<file path="src/rtl/display_scan_if.sv">
`default_nettype none
// display_scan_if: digit bus, blink controls and scan outputs of the display scanner.
// Rev 1.0
interface display_scan_if #(
  parameter int NUM_DIGITS = 8
);
  logic [4*NUM_DIGITS-1:0] digits_in;
  logic [NUM_DIGITS-1:0]   blink_mask;
  logic                    blink_en;
  logic [3:0]              bcd_out;
  logic [NUM_DIGITS-1:0]   an_n;
  logic                    frame_tick;

  modport master (
    output digits_in, blink_mask, blink_en,
    input  bcd_out, an_n, frame_tick
  );

  modport slave (
    input  digits_in, blink_mask, blink_en,
    output bcd_out, an_n, frame_tick
  );
endinterface
`default_nettype wire

</file>
<file path="src/rtl/display_scan.sv">
`default_nettype none
// display_scan: time-multiplexed 7-segment scan with anode guard interval and field blink.
// Rev 1.0
module display_scan #(
  parameter int NUM_DIGITS   = 8,
  parameter int SCAN_DIV     = 100000,
  parameter int GUARD        = 2,
  parameter int BLINK_CYCLES = 25000000
) (
  input  logic         clk,
  input  logic         rst,
  display_scan_if.slave bus
);

  localparam int IW = $clog2(NUM_DIGITS);
  localparam int DW = (SCAN_DIV > 1) ? $clog2(SCAN_DIV) : 1;
  localparam int BW = (BLINK_CYCLES > 1) ? $clog2(BLINK_CYCLES) : 1;

  localparam logic [IW-1:0] IDX_LAST   = IW'(NUM_DIGITS - 1);
  localparam logic [DW-1:0] DWELL_LAST = DW'(SCAN_DIV - 1);
  localparam logic [DW-1:0] GUARD_W    = DW'(GUARD);
  localparam logic [BW-1:0] BCNT_LAST  = BW'(BLINK_CYCLES - 1);
  localparam logic [3:0]    BLANK      = 4'd10;

  logic [IW-1:0]           idx_q,    idx_d;
  logic [DW-1:0]           dwell_q,  dwell_d;
  logic [BW-1:0]           bcnt_q,   bcnt_d;
  logic                    phase_q,  phase_d;
  logic [4*NUM_DIGITS-1:0] shadow_q, shadow_d;
  logic [NUM_DIGITS-1:0]   an_n_q,   an_n_d;
  logic [3:0]              bcd_q,    bcd_d;
  logic                    tick_q,   tick_d;

  logic       at_start;
  logic [3:0] cur_digit;
  logic       blank;

  always_comb begin
    at_start = (idx_q == '0) && (dwell_q == '0);

    // Reading from the next-state snapshot gives slot 0 the fresh digits_in value.
    shadow_d  = at_start ? bus.digits_in : shadow_q;
    cur_digit = BLANK;
    for (int i = 0; i < NUM_DIGITS; i++) begin
      if (idx_q == IW'(i)) cur_digit = shadow_d[4*i +: 4];
    end

    an_n_d = '1;
    if (dwell_q >= GUARD_W) an_n_d[idx_q] = 1'b0;

    blank  = bus.blink_en & bus.blink_mask[idx_q] & ~phase_q;
    bcd_d  = blank ? BLANK : cur_digit;
    tick_d = at_start;

    dwell_d = dwell_q + 1'b1;
    idx_d   = idx_q;
    if (dwell_q == DWELL_LAST) begin
      dwell_d = '0;
      idx_d   = (idx_q == IDX_LAST) ? '0 : idx_q + 1'b1;
    end

    bcnt_d  = bcnt_q + 1'b1;
    phase_d = phase_q;
    if (bcnt_q == BCNT_LAST) begin
      bcnt_d  = '0;
      phase_d = ~phase_q;
    end
  end

  always_ff @(posedge clk) begin
    if (rst) begin
      idx_q    <= '0;
      dwell_q  <= '0;
      bcnt_q   <= '0;
      phase_q  <= 1'b1;
      shadow_q <= {NUM_DIGITS{BLANK}};
      an_n_q   <= '1;
      bcd_q    <= BLANK;
      tick_q   <= 1'b0;
    end else begin
      idx_q    <= idx_d;
      dwell_q  <= dwell_d;
      bcnt_q   <= bcnt_d;
      phase_q  <= phase_d;
      shadow_q <= shadow_d;
      an_n_q   <= an_n_d;
      bcd_q    <= bcd_d;
      tick_q   <= tick_d;
    end
  end

  assign bus.an_n       = an_n_q;
  assign bus.bcd_out    = bcd_q;
  assign bus.frame_tick = tick_q;

endmodule
`default_nettype wire

</file>
<file path="src/flat_wrapper.sv">
// flat-port wrapper written by rule: the top's interface ports become plain ports
module display_scan_flat 
#(
  parameter int NUM_DIGITS   = 8,
  parameter int SCAN_DIV     = 100000,
  parameter int GUARD        = 2,
  parameter int BLINK_CYCLES = 25000000
)
  (clk, rst, bus_digits_in, bus_blink_mask, bus_blink_en, bus_bcd_out, bus_an_n, bus_frame_tick);
  display_scan_if #(.NUM_DIGITS(NUM_DIGITS)) bus_i ();
  input  logic clk;
  input  logic rst;
  input wire logic [$bits(bus_i.digits_in)-1:0] bus_digits_in;
  input wire logic [$bits(bus_i.blink_mask)-1:0] bus_blink_mask;
  input wire logic [$bits(bus_i.blink_en)-1:0] bus_blink_en;
  output wire logic [$bits(bus_i.bcd_out)-1:0] bus_bcd_out;
  output wire logic [$bits(bus_i.an_n)-1:0] bus_an_n;
  output wire logic [$bits(bus_i.frame_tick)-1:0] bus_frame_tick;
  assign bus_i.digits_in = bus_digits_in;
  assign bus_i.blink_mask = bus_blink_mask;
  assign bus_i.blink_en = bus_blink_en;
  assign bus_bcd_out = bus_i.bcd_out;
  assign bus_an_n = bus_i.an_n;
  assign bus_frame_tick = bus_i.frame_tick;
  display_scan #(.NUM_DIGITS(NUM_DIGITS), .SCAN_DIV(SCAN_DIV), .GUARD(GUARD), .BLINK_CYCLES(BLINK_CYCLES)) u_core (.clk(clk), .rst(rst), .bus(bus_i));
endmodule
</file>
<file path="config.mk">
export PLATFORM = sky130hd
export DESIGN_NAME = display_scan_flat
export DESIGN_NICKNAME = d
export VERILOG_FILES = /design/src/rtl/display_scan_if.sv /design/src/rtl/display_scan.sv /design/src/flat_wrapper.sv
export SDC_FILE = /design/constraint.sdc
export NUM_CORES = 1
export LEC_CHECK = 0
export CAP_MARGIN = 25
export CORE_MARGIN = 3
export CORE_UTILIZATION = 40
export DETAILED_ROUTE_END_ITERATION = 10
export GPL_ROUTABILITY_DRIVEN = 0
export HOLD_SLACK_MARGIN = 0.15
export PLACE_DENSITY_LB_ADDON = 0.12
export SLEW_MARGIN = 10
export SYNTH_ARGS = -nofsm -noshare
export SYNTH_HDL_FRONTEND = slang
export SYNTH_SLANG_ARGS = --single-unit
</file>
<file path="constraint.sdc">
create_clock -name clk -period 2 [get_ports clk]
set_clock_uncertainty 0.05 [all_clocks]
set_input_delay 0.2 -clock clk [delete_from_list [all_inputs] [get_ports clk]]
set_output_delay 0.2 -clock clk [all_outputs]
set_load 0.01 [all_outputs]
</file>
==> results of run 1 <==
[layer usage]
layer / wire length (um) / global-route usage [%]
met1: 4552 / 21.49
met2: 5083 / 31.53
met3: 536 / 5.731
met4: 126 / 5.320
met5: 0 / 0
[worst max-delay path, stage by stage (launching register included)]
cell      delay [ns]
dfxtp_2         0.35
nor4_4          0.31
nand4_2         0.14
or3_4           0.37
buf_6           0.14
mux2_4          0.30
a221oi_2        0.24
o31ai_1         0.11
[power groups by stage]
stage / clock (mW) / sequential (mW) / combinational, mW
after floorplan: 0 / 1.99 / 0.288
after global placement: 0 / 1.99 / 0.534
after detailed placement: 0 / 1.99 / 0.546
after CTS: 1.21 / 1.95 / 0.556
after global routing: 1.27 / 1.96 / 0.641
final: 1.17 / 1.95 / 0.581
[state kept, by name, summed over array words and instances (netlist names)]
register and count:
u_core.bus.bcd_out 4, u_core.idx_q 3, u_core.bus.an_n 8, u_core.bcnt_q 25
u_core.phase_q 1, u_core.dwell_q 17, u_core.shadow_q 32, u_core.bus.frame_tick 1
[per-stage QoR]
step | util [%] | setup WS [ns] | setup TNS (ns)
after floorplan | - | -0.03723 | -0.04010
after global placement | 54.42 | -0.05783 | -0.1065
after detailed placement | 54.42 | -0.1050 | -0.2585
after CTS | 56.37 | -0.09404 | -0.2769
after global routing | 57.33 | -0.1836 | -0.7179
final | 57.33 | -0.1200 | -0.2515
[logic make-up (layout without fill, tap and decap cells)]
| family | Yosys count | count (layout) | synth area share, % |
|---|---|---|---|
| AO/OA/AOI/OAI | 64 | 64 | 10.16 |
| XOR/XNOR | 39 | 39 | 8.181 |
| adder cells (fa/ha/maj) | 10 | 10 | 2.997 |
| multiplexers | 7 | 7 | 2.397 |
| buffers and inverters | 40 | 162 | 3.985 |
| AND/OR/NAND/NOR | 250 | 250 | 28.65 |
| flip-flops | 91 | 91 | 43.63 |
[worst paths after layout]
kind | endpoint | slack, ns | cells past startpoint
setup / recovery | u_core.bus.bcd_out[1] | -0.12 | 7
hold / removal | u_core.shadow_q[24] | 0.32 | 3
hold reg to reg | u_core.bcnt_q[0] | 0.40 | 1
setup reg to reg | u_core.bus.bcd_out[1] | -0.12 | 7
[cell type report]
class	instances	area, um2	area share (%)
clock buffers	11	141.4	2.478
clock inverters	5	37.54	0.6578
inverters	13	48.80	0.8551
multi-input cells	370	2311	40.50
flip-flops and latches	91	1829	32.05
well taps	133	166.4	2.916
repair buffers	133	1172	20.54
[what timing repair did]
item / CTS / global route
buffers inserted: 0 / 3
gates resized for setup: 5 / 15
pin swaps: 1 / 3
endpoints found under the setup margin: 5 / 30
[cell usage in the layout (no fill, tap or decap), types with 4 or more instances in the layout]
cell type,netlist,final
dfxtp_1,91,85
clkbuf_8,0,10
a211oi_1,9,7
ha_1,10,8
buf_4,0,73
nand4_1,12,12
inv_1,13,12
a21oi_1,24,24
nand3b_1,13,13
dfxtp_2,0,6
and2_1,4,4
nor4_4,1,4
and4_1,5,5
xnor2_1,14,14
and3_1,7,7
o21ai_0,9,9
nor3_1,11,7
clkdlybuf4s50_1,0,55
xor2_1,25,25
nand3_1,21,20
nor2_1,66,66
nand2_1,92,92
==> out/results.txt, run 1 <==
Crit Path Category: flop to flop
placed cells: 737
design internal power: 2.712 mW
Max H-tree Level: 3
synth top area cells: dfxtp_1, nand2_1, nor2_1
most common cell in the netlist: nand2_1
total power: 3.700 mW
Static Leak: 2.340 nW
Clock Tree Buf Depth: 2
CTS Root Cell: clkbuf_8
register share of total power: 52.8%
initial DRC count: 129
final net count: 671
Clock Latency Late Sink: 0.38 ns
Max VDD drop: 0.5977 mV
failing checks: setup timing
Hold Crit Start: bus_digits_in[24]
synth cell count leaders: nand2_1, dfxtp_1, nor2_1, xor2_1, a21oi_1
grt ovf: 0
number of buffers created by CTS: 9
sequential area share after synthesis: 43.63%
Pwr Density: 648.4 nW/um2
area post-placement: 5418 um2
Starting Density: 41.94%
RSZ-0062 raised after global routing: yes
antenna violations before repair: 0
Ant. Diodes: 0
final worst slack: -0.1200 ns
max-slew violations: 0
Final Hold Fails: 0
GRT Util Overall: 18.16%
Yosys warning total: 0
ys async rst share: 0%
Die X-Extent: 108.2 um
CTS tree: yes
Antenna Nets Post-Route: 0
ys flop type: dfxtp_1
drt drc: 0
pin count of the biggest net entering global routing: 34
max_cap viols: 0
number of global-route vias before repair: 3715
CTS Hold Bufs: 0
Via density: 4.959
Worst-path clk slew: 0.09 ns
worst hold slack: 0.3205 ns
Mean Syn Cell Area: 8.334 um2
core area: 9955 um2
synth-to-layout area growth: 36.68%
origin of the worst setup path: u_core.dwell_q[11]
drt total wl: 10.30 mm
outcome: complete, but fails checks
f_max: 471.7 MHz
R2R Path Start: u_core.dwell_q[11]
fillers: 956
slew margin rel.: 74.70%
Finished Cell Area: 5707 um2
Final min period: 2.120 ns
number of different library cells in the post-synthesis netlist: 50
Critical Path Start Type: flop
Worst Max-Slew Pin Slew: 0.3763 ns
Sink Count: 91
Yosys reg bits: 91
detailed-route wire length per cell: 13.62 um
Post-Syn Area: 4175 um2
Core Rows: 36
area share of the largest cell type after synthesis: 43.63%
Crit. End Element: flop
synthesized instance count: 501
Post-synth EDFFs: 0
DPL Wire Length: 7.802 mm
sw frac: 26.70%
share of cells above drive strength 1: 20.55%
die area: 11700 um2
I/O pin cnt: 56
drt pass-1 iters: 4
PortBufs: 55
Crit Path Max Fanout: 4
arrival time at the worst endpoint: 2.33 ns
die height: 108.2 um
post-synth top area cell: dfxtp_1
syn_nets: 554
min-delay worst type: input port to flop
first-pass GRT wire length: 16.82 mm
critical path required time: 2.21 ns
Net Sw Power: 0.9881 mW
final setup violation count: 5
DR vias: 3749
Gate power share: 15.7%
non-filler cells, final: 756
clock share of power: 31.5%
period utilization: 106.0%
(Power assumes the default switching activity.)
==> run 2, diff against run 1 <==
==> constraint.sdc (replaced) <==
create_clock -name clk -period 2.1 [get_ports clk]
set_clock_uncertainty 0.05 [all_clocks]
set_input_delay 0.21 -clock clk [delete_from_list [all_inputs] [get_ports clk]]
set_output_delay 0.21 -clock clk [all_outputs]
set_load 0.01 [all_outputs]
==> run 2 against run 1 <==
The run still ends with setup timing left. Sequential power is 5% lower. Wire length shrank 1.6%. Worst hold slack about the same. Final cell count down 0.53%. Via count decreased by 0.35%. Register-to-register slack gained 0.04 ns. Flip-flop and latch count stayed put. Total power down 2.1%. Utilization down 0.31 points. Non-clock buffer count shrank 4. Count of clock-buffer cells in the layout is 2 lower. First-iteration DRC count up 27%. Critical path type unchanged.
==> out/results.txt, run 2 (synthesis gave the netlist of run 1 again) <==
core area: 9955 um2 (unchanged)
crit-path max cell delay: 0.37 ns (about the same)
first-pass GRT wire length: 16.97 mm (was 16.82 mm)
Net Sw Power: 1.021 mW (was 0.9881 mW)
I/O pin cnt: 56 (unchanged)
CTS Hold Bufs: 0 (unchanged)
footprint of the multi-input gates: 2292 um2 (was 2311 um2)
DPL Wire Length: 7.624 mm (was 7.802 mm)
register share of total power: 51.4% (was 52.8%)
final worst slack: -0.07803 ns (was -0.1200 ns)
max-slew violations: 0 (unchanged)
die height: 108.2 um (unchanged)
DR vias: 3736 (was 3749)
Core Rows: 36 (unchanged)
Static Leak: 2.308 nW (was 2.340 nW)
Max VDD drop: 0.6154 mV (was 0.5977 mV)
detailed-route wire length per cell: 13.48 um (was 13.62 um)
Seq. cell area: 1824 um2 (was 1829 um2)
GRT Util Overall: 18.50% (was 18.16%)
Via density: 4.968 (was 4.959)
Clock Latency Late Sink: 0.39 ns (was 0.38 ns)
Antenna Nets Post-Route: 0 (unchanged)
Final Hold Fails: 0 (unchanged)
Biggest register: u_core.shadow_q (unchanged)
drt total wl: 10.13 mm (was 10.30 mm)
Max H-tree Level: 3 (unchanged)
design internal power: 2.601 mW (was 2.712 mW)
area post-placement: 5310 um2 (was 5418 um2)
antenna violations before repair: 0 (unchanged)
DP Worst Slack: -0.1165 ns (was -0.1050 ns)
number of buffers created by CTS: 9 (unchanged)
fillers: 906 (was 956)
grt ovf: 0 (unchanged)
Critical Path Start Type: flop (unchanged)
die area: 11700 um2 (unchanged)
f_max: 459.1 MHz (was 471.7 MHz)
non-filler cells, final: 752 (was 756)
commonest cells after routing, fill and taps aside: nand2_1, dfxtp_1, buf_4 (unchanged)
Top delay family on crit path: simple AND/OR/NAND/NOR gates (unchanged)
Finished Cell Area: 5675 um2 (was 5707 um2)
Die X-Extent: 108.2 um (unchanged)
clock share of power: 32.6% (was 31.5%)
commonest non-fill, non-tap cell in the layout: nand2_1 (unchanged)
failing checks: setup timing (unchanged)
final net count: 667 (was 671)
Starting Density: 41.94% (unchanged)
RSZ-0062 raised after global routing: yes (unchanged)
drt pass-1 iters: 4 (unchanged)
CTS Root Cell: clkbuf_8 (unchanged)
arrival time at the worst endpoint: 2.40 ns (was 2.33 ns)
final setup violation count: 4 (was 5)
placed cells: 729 (was 737)
drt drc: 0 (unchanged)
Crit Path Max Fanout: 11 (was 4)
Final min period: 2.178 ns (was 2.120 ns)
Crit. End Element: flop (unchanged)
number of global-route vias before repair: 3539 (was 3715)
sw frac: 28.20% (was 26.70%)
Sink Count: 91 (unchanged)
Gate power share: 16.0% (was 15.7%)
pin count of the biggest net entering global routing: 26 (was 34)
Pwr Density: 638.2 nW/um2 (was 648.4 nW/um2)
initial DRC count: 164 (was 129)
Worst Max-Slew Pin Slew: 0.4082 ns (was 0.3763 ns)
critical path required time: 2.32 ns (was 2.21 ns)
Crit Path Category: flop to flop (unchanged)
Buf+Inv Stages, Crit Path: 1 (unchanged)
Slowest cell on crit path: or3_4 (unchanged)
crit path cell chain: nor4_4 -> nand4_2 -> or3_4 -> buf_12 -> mux2_4 -> a221oi_2 -> o31ai_1 (was nor4_4 -> nand4_2 -> or3_4 -> buf_6 -> mux2_4 -> a221oi_2 -> o31ai_1)
Worst-path clk slew: 0.10 ns (was 0.09 ns)
Largest register FFs: 32 (unchanged)
Clock Tree Buf Depth: 2 (unchanged)
min-delay worst type: input port to flop (unchanged)
period utilization: 103.7% (was 106.0%)
PortBufs: 55 (unchanged)
synth-to-layout area growth: 35.93% (was 36.68%)
slew margin rel.: 72.58% (was 74.70%)
max_cap viols: 0 (unchanged)
Ant. Diodes: 0 (unchanged)
outcome: complete, but fails checks (unchanged)
share of cells above drive strength 1: 19.55% (was 20.55%)
biggest registers after layout: u_core.shadow_q (32), u_core.bcnt_q (25), u_core.dwell_q (17) (unchanged)
CTS tree: yes (unchanged)
-- run 2: per-stage QoR --
| stage | power [mW] | utilization (%) | TNS (ns) | hold slack, ns |
|---|---|---|---|---|
| 2_1_floorplan | 2.167 | - | 0 | 0.2662 |
| 3_3_place_gp | 2.407 | 53.34 | -0.09371 | 0.3722 |
| 4_1_cts | 3.642 | 55.82 | -0.2159 | 0.2962 |
| 3_5_place_dp | 2.416 | 53.34 | -0.2453 | 0.3918 |
| 6_report | 3.622 | 57.01 | -0.2159 | 0.3202 |
| 5_1_grt | 3.799 | 57.01 | -0.8200 | 0.3146 |
-- run 2: power by group through the flow --
stage | Sequential (mW) | Clock, mW | Combinational (mW)
6_report | 1.86 | 1.18 | 0.578
5_1_grt | 1.87 | 1.29 | 0.636
3_3_place_gp | 1.90 | 0 | 0.507
4_1_cts | 1.86 | 1.24 | 0.542
2_1_floorplan | 1.89 | 0 | 0.273
3_5_place_dp | 1.90 | 0 | 0.516
-- run 2: path summary, 6_finish.rpt --
check,from,to,slack [ns],cells after the start
hold reg to reg,u_core.bcnt_q[0],u_core.bcnt_q[0],0.40,1
hold / removal,bus_digits_in[16],u_core.shadow_q[16],0.32,3
setup / recovery,u_core.dwell_q[14],u_core.bus.bcd_out[1],-0.08,7
setup reg to reg,u_core.dwell_q[14],u_core.bus.bcd_out[1],-0.08,7
-- run 2: worst register-to-register path, stage by stage (launching register included) --
cell and delay (ns):
dfxtp_2 0.34, nor4_4 0.33, nand4_2 0.16, or3_4 0.37, buf_12 0.16, mux2_4 0.31, a221oi_2 0.25, o31ai_1 0.09
-- run 2: per-layer routing --
metal / GRT usage, % / vias up / wire (um)
met5: 0 / - / 0
met4: 7.304 / 0 / 183
met3: 4.836 / 14 / 486
met2: 27.89 / 68 / 4467
met1: 25.29 / 1726 / 4996
li1: - / 1928 / -
-- run 2: cell type report --
type	instances	area share, %
multi-input combinational	370	40.39
clock buffer	9	2.183
inverter	13	0.8598
clock inverter	7	1.213
timing repair buffer	129	20.28
sequential	91	32.14
tap	133	2.932
-- run 2: what timing repair did --
action / in CTS / in global routing
pin swaps: 1 / 7
setup endpoints to repair: 6 / 54
gates resized for setup: 7 / 18
buffers inserted: 3 / 4
==> run 3, diff against run 2 <==
--- a/config.mk
+++ b/config.mk
@@ -6,6 +6,7 @@
 export NUM_CORES = 1
 export LEC_CHECK = 0
 export CAP_MARGIN = 25
+export CORE_ASPECT_RATIO = 0.75
 export CORE_MARGIN = 3
 export CORE_UTILIZATION = 40
 export DETAILED_ROUTE_END_ITERATION = 10
==> run 3 against run 2 <==
Via count increased by 1.2%. The run still ends with setup timing left. Critical path type unchanged. Utilization increased by 2.0 points. Flip-flop and latch count unchanged. Wire length increased by 7.7%.
==> out/results.txt, run 3 (synthesis gave the netlist of run 1 again) <==
core area: 9891 um2 (was 9955 um2)
Critical Path Start Type: flop (unchanged)
period utilization: 102.4% (was 103.7%)
failing checks: setup timing (unchanged)
Crit Path Category: flop to flop (unchanged)
non-filler cells, final: 747 (was 752)
met1 WL: 5.461 mm (was 4.996 mm)
max-slew violations: 0 (unchanged)
crit path cell chain: nor4_4 -> nand4_2 -> or3_4 -> buf_6 -> mux2_4 -> a221oi_2 -> o31ai_1 (was nor4_4 -> nand4_2 -> or3_4 -> buf_12 -> mux2_4 -> a221oi_2 -> o31ai_1)
Die X-Extent: 124.0 um (was 108.2 um)
Clock Tree Buf Depth: 2 (unchanged)
Via density: 5.062 (was 4.968)
initial DRC count: 269 (was 164)
DPL Wire Length: 7.720 mm (was 7.624 mm)
WHS Endpoint: u_core.shadow_q[22] (was u_core.shadow_q[16])
register share of total power: 43.0% (was 51.4%)
Core Rows: 31 (was 36)
Hold Crit Start: bus_digits_in[22] (was bus_digits_in[16])
Sink Count: 91 (unchanged)
antenna violations before repair: 0 (unchanged)
Crit Path Max Fanout: 3 (was 11)
Biggest register: u_core.shadow_q (unchanged)
RSZ-0062 raised after global routing: yes (unchanged)
share of cells above drive strength 1: 20.49% (was 19.55%)
commonest cells after routing, fill and taps aside: nand2_1, dfxtp_1, nor2_1 (was nand2_1, dfxtp_1, buf_4)
biggest registers after layout: u_core.shadow_q (32), u_core.bcnt_q (25), u_core.dwell_q (17) (unchanged)
RR Endpoint: u_core.bus.bcd_out[1] (unchanged)
Worst-path clk slew: 0.07 ns (was 0.10 ns)
first-pass GRT wire length: 17.35 mm (was 16.97 mm)
drt pass-1 iters: 4 (unchanged)
CTS tree: yes (unchanged)
design internal power: 3.332 mW (was 2.601 mW)
min-delay worst type: input port to flop (unchanged)
f_max: 465.1 MHz (was 459.1 MHz)
outcome: complete, but fails checks (unchanged)
final worst slack: -0.04993 ns (was -0.07803 ns)
worst-case reg-to-reg path depth: 7 (unchanged)
Static Leak: 2.378 nW (was 2.308 nW)
final setup violation count: 2 (was 4)
R2R Path Start: u_core.dwell_q[14] (unchanged)
Worst Max-Slew Pin Slew: 0.5628 ns (was 0.4082 ns)
die height: 94.48 um (was 108.2 um)
Crit. End Element: flop (unchanged)
grt ovf: 0 (unchanged)
Final min period: 2.150 ns (was 2.178 ns)
Max H-tree Level: 3 (unchanged)
Antenna Nets Post-Route: 0 (unchanged)
number of global-route vias before repair: 3661 (was 3539)
met2 WL post-DR: 4.745 mm (was 4.467 mm)
commonest non-fill, non-tap cell in the layout: nand2_1 (unchanged)
PortBufs: 55 (unchanged)
total power: 4.339 mW (was 3.622 mW)
Gate power share: 13.6% (was 16.0%)
synth-to-layout area growth: 39.80% (was 35.93%)
slew margin rel.: 62.25% (was 72.58%)
arrival time at the worst endpoint: 2.31 ns (was 2.40 ns)
number of buffers created by CTS: 9 (unchanged)
DR vias: 3781 (was 3736)
Pwr Density: 743.3 nW/um2 (was 638.2 nW/um2)
die area: 11710 um2 (was 11700 um2)
CTS Root Cell: clkbuf_16 (was clkbuf_8)
top sig layer: met4 (unchanged)
hold-critical path depth: 3 (unchanged)
Clock Latency Late Sink: 0.34 ns (was 0.39 ns)
Largest register FFs: 32 (unchanged)
clock share of power: 43.4% (was 32.6%)
Max VDD drop: 0.4015 mV (was 0.6154 mV)
drt drc: 0 (unchanged)
crit-path max cell delay: 0.38 ns (was 0.37 ns)
Worst R2R Setup Slack: -0.05 ns (was -0.08 ns)
final net count: 663 (was 667)
Net Sw Power: 1.007 mW (was 1.021 mW)
I/O pin cnt: 56 (unchanged)
pin count of the biggest net entering global routing: 43 (was 26)
drt total wl: 10.91 mm (was 10.13 mm)
Slowest cell on crit path: or3_4 (unchanged)
Starting Density: 42.21% (was 41.94%)
sw frac: 23.21% (was 28.20%)
placed cells: 720 (was 729)
GRT Util Overall: 18.77% (was 18.50%)
detailed-route wire length per cell: 14.61 um (was 13.48 um)
critical path required time: 2.26 ns (was 2.32 ns)
max_cap viols: 0 (unchanged)
met3 WL post-DR: 605 um (was 486 um)
Ant. Diodes: 0 (unchanged)
Final Hold Fails: 0 (unchanged)
## run 3: changes by cell type in the layout (fill, tap and decap cells not counted), sizes merged
cell	before	now
buf	74	69
inv	17	13
bufinv	0	3
clkbuf	9	11
## run 3: repair_timing
item,4_1_cts,5_1_grt
endpoints found under the setup margin,16,24
hold buffers,0,0
gates cloned,0,1
hold endpoints to repair,0,0
setup buffers,2,8
gates resized for setup,10,27
pin swaps,3,9
## run 3: area by class of cell
class / count / area (um2)
flip-flops and latches: 91 / 1832
multi-input cells: 370 / 2313
inverters: 13 / 48.80
clock inverters: 6 / 112.6
well taps: 132 / 165.2
fillers: 911 / 4054
repair buffers: 125 / 1126
clock buffers: 10 / 239.0
## run 3: critical path: cells and delay by family, from the launching register on
family          cells  cell delay, ns
compound gates      2            0.35
flops               1            0.34
simple gates        3            0.85
buf+inv             1            0.14
mux                 1            0.30
## run 3: per-layer routing
metal	vias up	track usage, %
li1	1921	-
met5	-	0
met3	8	4.970
met1	1773	26.41
met4	0	4.376
met2	79	28.83
## run 3: metrics by stage
| step | setup TNS (ns) | area, um2 | utilization [%] | setup WS, ns | hold WS [ns] |
|---|---|---|---|---|---|
| after floorplan | 0 | 4183 | - | 0.009410 | 0.2662 |
| after global placement | -0.1559 | 5249 | 53.07 | -0.04461 | 0.3722 |
| after detailed placement | -0.2948 | 5249 | 53.07 | -0.07979 | 0.3874 |
| after CTS | -0.1194 | 5645 | 57.08 | -0.05066 | 0.3592 |
| after global routing | -0.5436 | 5837 | 59.01 | -0.1342 | 0.3775 |
| final | -0.07171 | 5837 | 59.01 | -0.04993 | 0.3683 |
## run 3: worst max path at each step
stage                       start                     to  slack [ns]  cells after the start
2_1_floorplan   u_core.dwell_q[7]  u_core.bus.bcd_out[1]       0.009                      7
6_report       u_core.dwell_q[14]  u_core.bus.bcd_out[1]       -0.05                      7
5_1_grt        u_core.dwell_q[14]  u_core.bus.bcd_out[1]       -0.13                      7
3_3_place_gp   u_core.dwell_q[14]  u_core.bus.bcd_out[1]       -0.04                      7
4_1_cts        u_core.dwell_q[11]  u_core.bus.bcd_out[1]       -0.05                      7
3_5_place_dp   u_core.dwell_q[14]  u_core.bus.bcd_out[3]       -0.08                      8
## run 3: power by group through the flow
stage               Combinational (mW)  Sequential (mW)  Clock, mW
floorplan                        0.273             1.89          0
global route                     0.647             1.87       1.97
CTS                              0.517             1.86       1.92
detailed placement               0.499             1.90          0
finish                           0.590             1.87       1.88
global placement                 0.490             1.90          0
